==> src/rtl/idli_pkg.sv <==
// Shared types for the idli core: SQI nibble/byte types, register selectors,
// the decoded operation record and the decoder state encoding.
package idli_pkg;

  typedef logic [3:0] sqi_data_t;
  typedef logic [7:0] sqi_byte_t;
  typedef logic [2:0] greg_t;
  typedef logic [1:0] preg_t;
  typedef logic [2:0] fmt_t;

  localparam preg_t PREG_PT = 2'd3;

  localparam fmt_t FMT_ABC  = 3'd0;
  localparam fmt_t FMT_ABI  = 3'd1;
  localparam fmt_t FMT_AB   = 3'd2;
  localparam fmt_t FMT_A    = 3'd3;
  localparam fmt_t FMT_BC   = 3'd4;
  localparam fmt_t FMT_BI   = 3'd5;
  localparam fmt_t FMT_NOP  = 3'd6;
  localparam fmt_t FMT_RSVD = 3'd7;

  typedef logic [2:0] dec_state_t;
  localparam dec_state_t IHI = 3'd0;
  localparam dec_state_t ILO = 3'd1;
  localparam dec_state_t MHI = 3'd2;
  localparam dec_state_t MLO = 3'd3;
  localparam dec_state_t OUT = 3'd4;

  typedef struct packed {
    preg_t p;
    preg_t q;
    greg_t a;
    greg_t b;
    greg_t c;
    logic  a_vld;
    logic  b_vld;
    logic  c_vld;
    logic  imm;
  } op_t;

  localparam int OP_W = $bits(op_t);

  function automatic sqi_byte_t sqi_join(input sqi_data_t hi, input sqi_data_t lo);
    return {hi, lo};
  endfunction

  // Predicates default to "always true" so a reset op is a harmless no-op.
  function automatic op_t op_reset();
    op_t op;
    op   = '0;
    op.p = PREG_PT;
    op.q = PREG_PT;
    return op;
  endfunction

endpackage

==> src/rtl/idli_decode_fmt.sv <==
// Combinational format decoder: maps the 3-bit fmt field to the operand-valid
// flags, the immediate flag and the reserved-format indication.
module idli_decode_fmt
  import idli_pkg::*;
(
  input  logic [2:0] fmt,
  output logic       a_vld,
  output logic       b_vld,
  output logic       c_vld,
  output logic       imm,
  output logic       illegal
);

  logic [4:0] flags_s;

  // Format table; an immediate always takes the c slot, so c_vld is 0 there.
  always_comb begin
    flags_s = 5'b00000;
    case (fmt)
      FMT_ABC:  flags_s = 5'b11100;
      FMT_ABI:  flags_s = 5'b11010;
      FMT_AB:   flags_s = 5'b11000;
      FMT_A:    flags_s = 5'b10000;
      FMT_BC:   flags_s = 5'b01100;
      FMT_BI:   flags_s = 5'b01010;
      FMT_NOP:  flags_s = 5'b00000;
      FMT_RSVD: flags_s = 5'b00001;
      default:  flags_s = 5'b00001;
    endcase
  end

  assign a_vld   = flags_s[4];
  assign b_vld   = flags_s[3];
  assign c_vld   = flags_s[2];
  assign imm     = flags_s[1];
  assign illegal = flags_s[0];

endmodule

==> src/rtl/idli_decode.sv <==
// Nibble-pair instruction decoder: assembles a 16b instruction (high byte
// first) plus optional 16b immediate and hands a registered op to execute.
module idli_decode
  import idli_pkg::*;
(
  input  logic            i_clk,
  input  logic            i_rst,
  input  logic [3:0]      i_sqi_lo,
  input  logic [3:0]      i_sqi_hi,
  input  logic            i_vld,
  output logic            o_rdy,
  input  logic            i_flush,
  output logic [OP_W-1:0] o_op,
  output logic [15:0]     o_imm,
  output logic            o_illegal,
  output logic            o_vld,
  input  logic            i_rdy
);

  dec_state_t state_r, state_nxt_s;
  sqi_byte_t  ins_hi_r, ins_hi_nxt_s;
  logic [15:0] word_r, word_nxt_s;
  sqi_byte_t  imm_hi_r, imm_hi_nxt_s;
  op_t        op_r, op_nxt_s;
  logic [15:0] imm_r, imm_nxt_s;
  logic       ill_r, ill_nxt_s;
  logic       vld_r, vld_nxt_s;

  sqi_byte_t  byte_s;
  logic       rdy_s;
  logic       take_s;
  logic       done_s;
  logic [15:0] dec_word_s;
  op_t        dec_op_s;
  logic       f_a_vld_s, f_b_vld_s, f_c_vld_s, f_imm_s, f_ill_s;

  assign byte_s = sqi_join(i_sqi_hi, i_sqi_lo);

  // Ready: capture states always accept; OUT accepts only when its op drains.
  always_comb begin
    rdy_s = 1'b0;
    if (i_rst || i_flush) begin
      rdy_s = 1'b0;
    end else if (state_r == OUT) begin
      rdy_s = i_rdy;
    end else begin
      rdy_s = 1'b1;
    end
  end

  assign take_s = i_vld && rdy_s;
  assign done_s = vld_r && i_rdy;

  // The word is decoded as it completes in ILO, or from storage in MLO.
  assign dec_word_s = (state_r == ILO) ? {ins_hi_r, byte_s} : word_r;

  idli_decode_fmt u_fmt (
    .fmt     (dec_word_s[2:0]),
    .a_vld   (f_a_vld_s),
    .b_vld   (f_b_vld_s),
    .c_vld   (f_c_vld_s),
    .imm     (f_imm_s),
    .illegal (f_ill_s)
  );

  // Field extraction; c is passed through even when the slot holds an immediate.
  always_comb begin
    dec_op_s       = '0;
    dec_op_s.p     = dec_word_s[15:14];
    dec_op_s.q     = dec_word_s[13:12];
    dec_op_s.a     = dec_word_s[11:9];
    dec_op_s.b     = dec_word_s[8:6];
    dec_op_s.c     = dec_word_s[5:3];
    dec_op_s.a_vld = f_a_vld_s;
    dec_op_s.b_vld = f_b_vld_s;
    dec_op_s.c_vld = f_c_vld_s;
    dec_op_s.imm   = f_imm_s;
  end

  // Next-state and datapath update; flush overrides every capture or hold.
  always_comb begin
    state_nxt_s  = state_r;
    ins_hi_nxt_s = ins_hi_r;
    word_nxt_s   = word_r;
    imm_hi_nxt_s = imm_hi_r;
    op_nxt_s     = op_r;
    imm_nxt_s    = imm_r;
    ill_nxt_s    = ill_r;
    vld_nxt_s    = vld_r;
    if (i_flush) begin
      state_nxt_s = IHI;
      vld_nxt_s   = 1'b0;
    end else begin
      case (state_r)
        IHI: begin
          if (take_s) begin
            ins_hi_nxt_s = byte_s;
            state_nxt_s  = ILO;
          end else begin
            state_nxt_s = IHI;
          end
        end
        ILO: begin
          if (take_s && f_imm_s) begin
            word_nxt_s  = dec_word_s;
            state_nxt_s = MHI;
          end else if (take_s) begin
            op_nxt_s    = dec_op_s;
            imm_nxt_s   = 16'h0000;
            ill_nxt_s   = f_ill_s;
            vld_nxt_s   = 1'b1;
            state_nxt_s = OUT;
          end else begin
            state_nxt_s = ILO;
          end
        end
        MHI: begin
          if (take_s) begin
            imm_hi_nxt_s = byte_s;
            state_nxt_s  = MLO;
          end else begin
            state_nxt_s = MHI;
          end
        end
        MLO: begin
          if (take_s) begin
            op_nxt_s    = dec_op_s;
            imm_nxt_s   = {imm_hi_r, byte_s};
            ill_nxt_s   = f_ill_s;
            vld_nxt_s   = 1'b1;
            state_nxt_s = OUT;
          end else begin
            state_nxt_s = MLO;
          end
        end
        OUT: begin
          // A beat taken while draining is already the next high byte.
          if (done_s && take_s) begin
            ins_hi_nxt_s = byte_s;
            vld_nxt_s    = 1'b0;
            state_nxt_s  = ILO;
          end else if (done_s) begin
            vld_nxt_s   = 1'b0;
            state_nxt_s = IHI;
          end else begin
            state_nxt_s = OUT;
          end
        end
        default: begin
          vld_nxt_s   = 1'b0;
          state_nxt_s = IHI;
        end
      endcase
    end
  end

  // State and output registers with synchronous reset.
  always_ff @(posedge i_clk) begin
    if (i_rst) begin
      state_r  <= IHI;
      ins_hi_r <= 8'h00;
      word_r   <= 16'h0000;
      imm_hi_r <= 8'h00;
      op_r     <= op_reset();
      imm_r    <= 16'h0000;
      ill_r    <= 1'b0;
      vld_r    <= 1'b0;
    end else begin
      state_r  <= state_nxt_s;
      ins_hi_r <= ins_hi_nxt_s;
      word_r   <= word_nxt_s;
      imm_hi_r <= imm_hi_nxt_s;
      op_r     <= op_nxt_s;
      imm_r    <= imm_nxt_s;
      ill_r    <= ill_nxt_s;
      vld_r    <= vld_nxt_s;
    end
  end

  assign o_rdy     = rdy_s;
  assign o_op      = op_r;
  assign o_imm     = imm_r;
  assign o_illegal = ill_r;
  assign o_vld     = vld_r;

endmodule

==> config.mk <==
export PLATFORM = sky130hd
export DESIGN_NAME = idli_decode
export DESIGN_NICKNAME = d
export VERILOG_FILES = /design/src/rtl/idli_pkg.sv /design/src/rtl/idli_decode_fmt.sv /design/src/rtl/idli_decode.sv
export SDC_FILE = /design/constraint.sdc
export NUM_CORES = 1
export LEC_CHECK = 0
export ABC_AREA = 1
export CAP_MARGIN = 25
export CORE_ASPECT_RATIO = 1.4
export CORE_MARGIN = 3
export CORE_UTILIZATION = 50
export CTS_CLUSTER_DIAMETER = 150
export DETAILED_ROUTE_END_ITERATION = 16
export PLACE_DENSITY_LB_ADDON = 0.3
export SETUP_SLACK_MARGIN = 0.05
export SYNTH_ARGS = -nofsm -noshare
export SYNTH_HDL_FRONTEND = slang
export SYNTH_SLANG_ARGS = --single-unit
==> constraint.sdc <==
create_clock -name i_clk -period 1.65 [get_ports i_clk]
set_input_delay 0.33 -clock i_clk [delete_from_list [all_inputs] [get_ports i_clk]]
set_output_delay 0.33 -clock i_clk [all_outputs]
set_load 0.01 [all_outputs]
# Word-level counts from Yosys, hierarchy flattened
# Memory sizes are Yosys's and may differ from the RTL's.
# Index checks and enable logic that the tools add are counted.
dict set report word_totals {
  reg_bits 70
  mem_count 1
  rom_bits 40
  out_inout_bits 36
  wordCells 74
}
# memory depth word_bits read_ports rd_ports_with_merged_regs write_ports line
set memory_table {}
lappend memory_table {{(name not given)} 8 5 1 0 0 idli_decode_fmt.sv:19} ;# case (fmt)
dict set report classes {
  bitwise 2
  reduce_logical 16
  eq_ne 10
  muxes 29
}
# op n
set op_table {}
lappend op_table {{$mux 16} 4}
lappend op_table {{$mux 17} 2}
lappend op_table {{$pmux 17 s2} 1}
lappend op_table {{$pmux 16 s2} 1}
lappend op_table {{$mux 8} 2}
lappend op_table {{$pmux 8 s2} 1}
lappend op_table {{$mux 3} 5}
lappend op_table {{$pmux 3 s5} 1}
lappend op_table {{$reduce_and 3->1} 4}
lappend op_table {{$mux 1} 10}
lappend op_table {{$ne 2x2->1 const B} 4}
lappend op_table {{$eq 3x2->1 const B} 2}
lappend op_table {{$reduce_and 5->1} 1}
lappend op_table {{$logic_and 1x1->1} 4}
lappend op_table {{$pmux 1 s4} 1}
lappend op_table {{$reduce_and 4->1} 1}
lappend op_table {{$reduce_bool 2->1} 2}
lappend op_table {{$reduce_or 2->1} 2}
lappend op_table {{$eq 3x1->1 const B} 1}
lappend op_table {{$eq 3x3->1 const B} 1}
lappend op_table {{$logic_not 3->1} 1}
lappend op_table {{$ne 3x2->1 const B} 1}
lappend op_table {{$ne 2x1->1 const B} 1}
lappend op_table {{$not 1->1} 2}
lappend op_table {{2 further kinds} 2}

# Depth between registers and ports, before layout
# Gate-level depths: netlist (run 1).
dict set report depth {
  depth_word 7
  mapped_depth 11
  ltp_nobuf 10
}

# Modules after synthesis
# From an unflattened synthesis (run 1), not the netlist that was laid out.
dict set report hier_totals {
  hier_cells 425
  hier_area_um2 3050.4
}
# mod area_per_inst_um2 seq_area_each_um2 instances cells_per_inst
set by_module_without_submodules {}
lappend by_module_without_submodules {idli_decode 3022.9 1401.3 1 418}
lappend by_module_without_submodules {idli_decode_fmt 27.5 0.0 1 7}

# Worst setup path before layout (run 1)
# No wires, ideal clock.
dict set report synth_path {
  kind {reg-to-reg}
  start {reg state_r[2]}
  end {reg word_r[3]}
  arrival_time_ps 1372
  period_less_slack_ps 1488
  setup_slack_ps 162
  stages_incl_launch_ff 11
  setup_ps 116
  path_cell_list {dfxtp_1 -> buf_2 -> inv_2 -> nand2_4 -> nor2_8 -> nand2_4 -> nor2_4 -> nand2_4 -> buf_6 -> o21ai_0 -> nor2_1}
}
dict set report synth_via {
  elab_chain_len 6
}
# item line
set synth_rtl {}
lappend synth_rtl {{from (decl)} idli_decode.sv:20} ;# dec_state_t state_r, state_nxt_s;
lappend synth_rtl {{from (signal assigned)} idli_decode.sv:169} ;# state_r <= state_nxt_s;
lappend synth_rtl {{branches (longest 6 deep; another with $mem_v2 8x5)} --}
lappend synth_rtl {{to (signal assigned)} idli_decode.sv:171} ;# word_r <= word_nxt_s;
lappend synth_rtl {{to (decl)} idli_decode.sv:22} ;# logic [15:0] word_r, word_nxt_s;
# Several ways; the timed one is not identified.
# A chain may end at the register's enable or synchronous reset.

# Worst setup path in the final report (run 1)
dict set report layout_path {
  start {reg op_r, in the netlist o_op[8]}
  end {out o_op[8]}
}
# item line
set layout_rtl {}
lappend layout_rtl {{from (decl)} idli_decode.sv:24} ;# op_t op_r, op_nxt_s;
lappend layout_rtl {{from (signal assigned)} idli_decode.sv:164} ;# op_r <= op_reset();
lappend layout_rtl {{from (signal assigned)} idli_decode.sv:173} ;# op_r <= op_nxt_s;
lappend layout_rtl {{to (decl)} idli_decode.sv:13} ;# output logic [OP_W-1:0] o_op,
# No word-level cell between the ends.

==> results.cfg, run 1 <==
[placement]
gp_congestion = 0.7979
preCtsSetupSlack_ps = -288.9
hpwl_microns = 4961
io_buffers = 48

[cells_and_area]
syn_to_final_growth_pct = 33.62
diodes = 0
final.fill_count = 448
final_util = 0.7110
final_nets = 506
multiInputGateArea_sq_um = 1445
drive_gt1_frac = 0.1586
seqCellArea_sq_um = 1408

[floorplan]
die-area_sq_um = 7033
fp.dieH_microns = 98.04
rows = 32
start_util = 0.5321
core_area_sq_um = 5685
io_pins = 49
die_x_microns = 71.74

[drt]
vias = 2888
first_iter_violations = 230
totalWireLength_microns = 7430
ant_nets = 0
vias_per_cell = 5.102
drc = 0
routedWlPerCell_microns = 13.13
firstDrtPassIters = 4

[synth]
synth_cells = 426
synth_most_common_cell = nor2_1
yosys.area.top_type_share = 0.4632
synth_top_area_cell = dfxtp_1
ys_seq_area_frac = 0.4632
synthFlopType = dfxtp_1
ys_types = 29
synth_area_sq_um = 3025
synth_common_cells = 116 x nor2_1, 98 x nand2_1, 70 x dfxtp_1
synthArstFlopShare = 0
ys_ff_latch = 70
synth_warnings = 0
synth_area_leaders = dfxtp_1 46%, nor2_1 14%, nand2_1 12%
syn_area_per_cell_sq_um = 7.102
synth_edf_count = 0
synth_nets = 439

[global_routing]
grt-ovfl-total = 0
grt_pass1_vias = 2769
antenna_found_initial = 0
grt_max_degree = 50
gr-usage-all-layers = 0.2166
grt_pass1_wl_microns = 12140

[cts]
root_buffer = clkbuf_8
cts_buffers = 9
cts_tree = yes
clock_latency_ps = 360
cts_hold_buf = 0
cts_buffer_depth = 2
clk_pin_slew_worst_paths_ps = 70
ctsHtreeMaxLevel = 3
clock_sink_count = 70

[power]
clockPowerShare = 0.400
combPwrFrac = 0.065
ir_drop_mv = 0.5845
power.internal_mw = 2.418
power-per-cell-area_nw_per_um2 = 790.6
power_mw = 3.196
p_leak_nw = 1.878
seq_power_share = 0.535
switching_share = 0.2434
p_switching_mw = 0.7780

[setup_path]
critPathTopFamily = buffers and inverters
cp-start-kind = register
path_cells = clkdlybuf4s50_1
critPathRequiredTime_ps = 1320
crit_path_end_kind = primary output
cp.arrival_ps = 1250
max_stage_delay_ps = 550
crit_fanout = 2
crit_type = register to primary output
critical_path.slowest_cell = clkdlybuf4s50_1
crit_buf_inv = 1

[outcome]
outcome = complete, no violations

[hold_path]
holdCritPathClass = input port to register

[sta]
setup_viol = 0
hold_viol = 0
fmax_mhz = 631.9
period_minus_slack_ps = 1583
finalWorstSetupSlack_ps = 67.42
slew-limit-headroom = 0.7163
finalCritPeriodShare = 0.9591
rsz0062_at_grt = true
worst_pin_slew_ps = 421.1
slew_violations = 0
clock_skew_ps = 8.702

[run]
drv_cap = 0
placed cells by master (no fill, tap or decap), drive strengths merged:
cell	instances
a21oi	15
a31oi	1
buf	25
clkbuf	14
clkdlybuf4s50	36
clkinv	4
clkinvlp	2
dfxtp	70
dlymetal6s2s	11
inv	26
mux2i	2
nand2	105
nand3	12
nand4	2
nor2	121
nor3	3
o21ai	48
o21bai	1
layout make-up:
type | count | share of cell area
Inverter | 27 | 0.02693
Tap cell | 68 | 0.02105
Timing Repair Buffer | 75 | 0.2006
Multi-Input combinational cell | 310 | 0.3575
Sequential cell | 70 | 0.3482
Clock inverter | 5 | 0.008357
Clock buffer | 11 | 0.03745
through the flow:
stage | std cells | hold WS [ps] | area [sq um] | TNS [ps]
after global routing | 566 | 356.3 | 4043 | -67.27
after CTS | 564 | 450.4 | 3913 | 0
after global placement | 547 | 432.6 | 3710 | -10960
after floorplan | 426 | 392.4 | 3025 | 0
after detailed placement | 547 | 438.1 | 3710 | -12220
final | 566 | 322.9 | 4043 | 0
cell families after synthesis:
logic type	after synthesis	share of synthesized area
simple gates	243	0.3428
flops	70	0.4632
compound gates	65	0.1113
buf+inv	46	0.07609
mux	2	0.006617
power by group through the flow:
| stage | Clock [mW] | Combinational (mW) | Sequential [mW] |
|---|---|---|---|
| floorplan | 0 | 0.0939 | 1.75 |
| global placement | 0 | 0.192 | 1.75 |
| detailed placement | 0 | 0.198 | 1.75 |
| CTS | 1.29 | 0.199 | 1.71 |
| global route | 1.37 | 0.229 | 1.71 |
| finish | 1.28 | 0.207 | 1.71 |
per-layer routing:
| layer | wire length, microns | global-route usage | up-vias |
|---|---|---|---|
| li1 | - | - | 1474 |
| met4 | 276 | 0.1201 | 0 |
| met3 | 345 | 0.04222 | 26 |
| met2 | 3841 | 0.3711 | 75 |
| met5 | 0 | 0 | - |
| met1 | 2967 | 0.2471 | 1313 |
flip-flops by register name, summed over array words and instances (netlist names):
register and count:
o_illegal 1, ins_hi_r 8, word_r 16, o_vld 1
imm_hi_r 8, o_op 17, state_r 3, o_imm 16
timing repair:
action                                  4_1_cts  5_1_grt
endpoints found under the setup margin        9       46
resized for setup                             7       36
pin swaps                                     1        3
cloned                                        0        2
setup buffers                                 1        0
worst paths after layout:
check | slack (ps) | end | from | cells after the start
worst max-delay path | 70 | o_op[8] | o_op[8]$_SDFFE_PP0P_ | 1
worst min register to register | 460 | word_r[1]$_SDFFE_PP0P_ | word_r[1]$_SDFFE_PP0P_ | 2
worst min-delay path | 320 | o_illegal$_SDFFE_PP0P_ | i_rst | 3
worst max register to register | 90 | o_illegal$_SDFFE_PP0P_ | state_r[0]$_SDFF_PP0_ | 9
No activity file was read; power rests on OpenSTA's default activity.
==> run 2: changes to the inputs <==
- CORE_ASPECT_RATIO: 1.4 -> default
==> run 2 against run 1 <==
- cell count grew 1.2%
- utilization up 1.5 points
- critical path depth did not move
- global-route usage is 0.19 points higher
- combinational power is essentially flat
- critical path type unchanged
- maximum frequency grew 1.7%
- highest routed layer unchanged
- clock power grew 36%
==> results.cfg, run 2 (synthesized netlist as in run 1, its figures left out) <==
[cts]
cts_buffers = 9
root_buffer = clkbuf_8
cts_buffer_depth = 2
clock_sink_count = 70
cts_tree = yes
clk_pin_slew_worst_paths_ps = 70
ctsHtreeMaxLevel = 3
clock_latency_ps = 340

[global_routing]
grt_pass1_vias = 2815
grt_max_degree = 63
grt_pass1_wl_microns = 12570
gr-usage-all-layers = 0.2185
antenna_found_initial = 0
grt-ovfl-total = 0

[power]
power_mw = 3.654
p_leak_nw = 1.881
ir_drop_mv = 0.6074
power-per-cell-area_nw_per_um2 = 886.4

[sta]
slew_violations = 0
setup_viol = 0
clock_skew_ps = 7.747
rsz0062_at_grt = true
finalCritPeriodShare = 0.9435
period_minus_slack_ps = 1557
fmax_mhz = 642.4
hold_viol = 0
worst_pin_slew_ps = 446.9
slew-limit-headroom = 0.6998

[setup_path]
critPathRequiredTime_ps = 1320
path_cells = clkdlybuf4s50_1
critPathTopFamily = buffers and inverters
critical_path.slowest_cell = clkdlybuf4s50_1
cp.arrival_ps = 1230
worstReg2RegStart = state_r[0]$_SDFF_PP0_
worstSetupStartpoint = o_op[6]$_SDFFE_PP0P_
crit_type = register to primary output
cp-start-kind = register
crit_path_end_kind = primary output
crit_buf_inv = 1
crit_fanout = 2
max_stage_delay_ps = 550

[outcome]
outcome = complete, no violations

[placement]
gp_congestion = 0.8160
io_buffers = 48
hpwl_microns = 4737
dp.cells = 552
dpl_cell_area_sq_um = 3722

[floorplan]
core_area_sq_um = 5675
start_util = 0.5331
die-area_sq_um = 7020
die_x_microns = 83.79
fp.dieH_microns = 83.79
rows = 27
io_pins = 49

[drt]
drc = 0
ant_nets = 0
vias_per_cell = 5.070
first_iter_violations = 195
totalWireLength_microns = 7111
vias = 2905
firstDrtPassIters = 4
routedWlPerCell_microns = 12.41

[hold_path]
holdCritPathClass = register to register
hp-start = word_r[1]$_SDFFE_PP0P_

[cells_and_area]
diodes = 0
largest_register_ff_count = 17
drive_gt1_frac = 0.1697
final_nets = 509
layout_common_cells = 107 x nor2_1, 97 x nand2_1, 67 x dfxtp_1
final_util = 0.7264
final_common_cell = nor2_1
syn_to_final_growth_pct = 36.27
stdcell_area_sq_um = 4123
final.fill_count = 464
stdcell_count = 573

[run]
drv_cap = 0
==> run 2: worst paths after layout <==
check,endpoint,slack (ps),depth (start not counted)
worst max-delay path,o_op[6],90,1
worst min-delay path,word_r[1]$_SDFFE_PP0P_,470,2
worst max register to register,word_r[5]$_SDFFE_PP0P_,120,10
worst min register to register,word_r[1]$_SDFFE_PP0P_,470,2
==> run 2: per-layer routing <==
metal	track usage	vias to the layer above	routed length [microns]	part of all wire
met4	0.1038	0	187	0.026
met5	0	-	0	0
met1	0.2742	1340	3070	0.43
met2	0.3608	75	3547	0.50
met3	0.04047	16	305	0.043
li1	-	1474	-	-
==> run 2: tightest hold or removal path, cell delays in order, from the launching register on <==
cell and delay (ps):
dfxtp_1 320, nand2_1 70, nor2_1 40
==> run 2: what timing repair did <==
action	4_1_cts	5_1_grt
setup buffers	3	2
pin swaps	1	3
endpoints found under the setup margin	40	67
resized for setup	6	38
hold buffers	0	0
==> run 2: layout make-up <==
type / count / area (sq um) / share of cell area
tap: 72 / 90.09 / 0.02185
sequential: 70 / 1408 / 0.3414
timing repair buffer: 78 / 798.3 / 0.1936
multi-input combinational: 310 / 1451 / 0.3520
inverter: 27 / 120.1 / 0.02914
clock buffer: 11 / 151.4 / 0.03672
clock inverter: 5 / 103.9 / 0.02519
==> run 2: power by group <==
group          internal (mW)  leakage (nW)  total [mW]  switching, mW
Combinational         0.0934          1.18       0.205          0.111
Clock                   1.09         0.130        1.74          0.650
Sequential              1.70         0.567        1.71        0.00818
Total                   2.89          1.88        3.65          0.769
==> run 2: metrics by stage <==
stage | worst slack (ps) | hold slack, ps | setup TNS [ps]
final | 93.24 | 467.1 | 0
after global placement | -240.1 | 431.6 | -13030
after global routing | -2.217 | 499.1 | -2.217
after CTS | 60.77 | 448.9 | 0
after floorplan | 162.3 | 392.4 | 0
after detailed placement | -277.0 | 433.7 | -14220
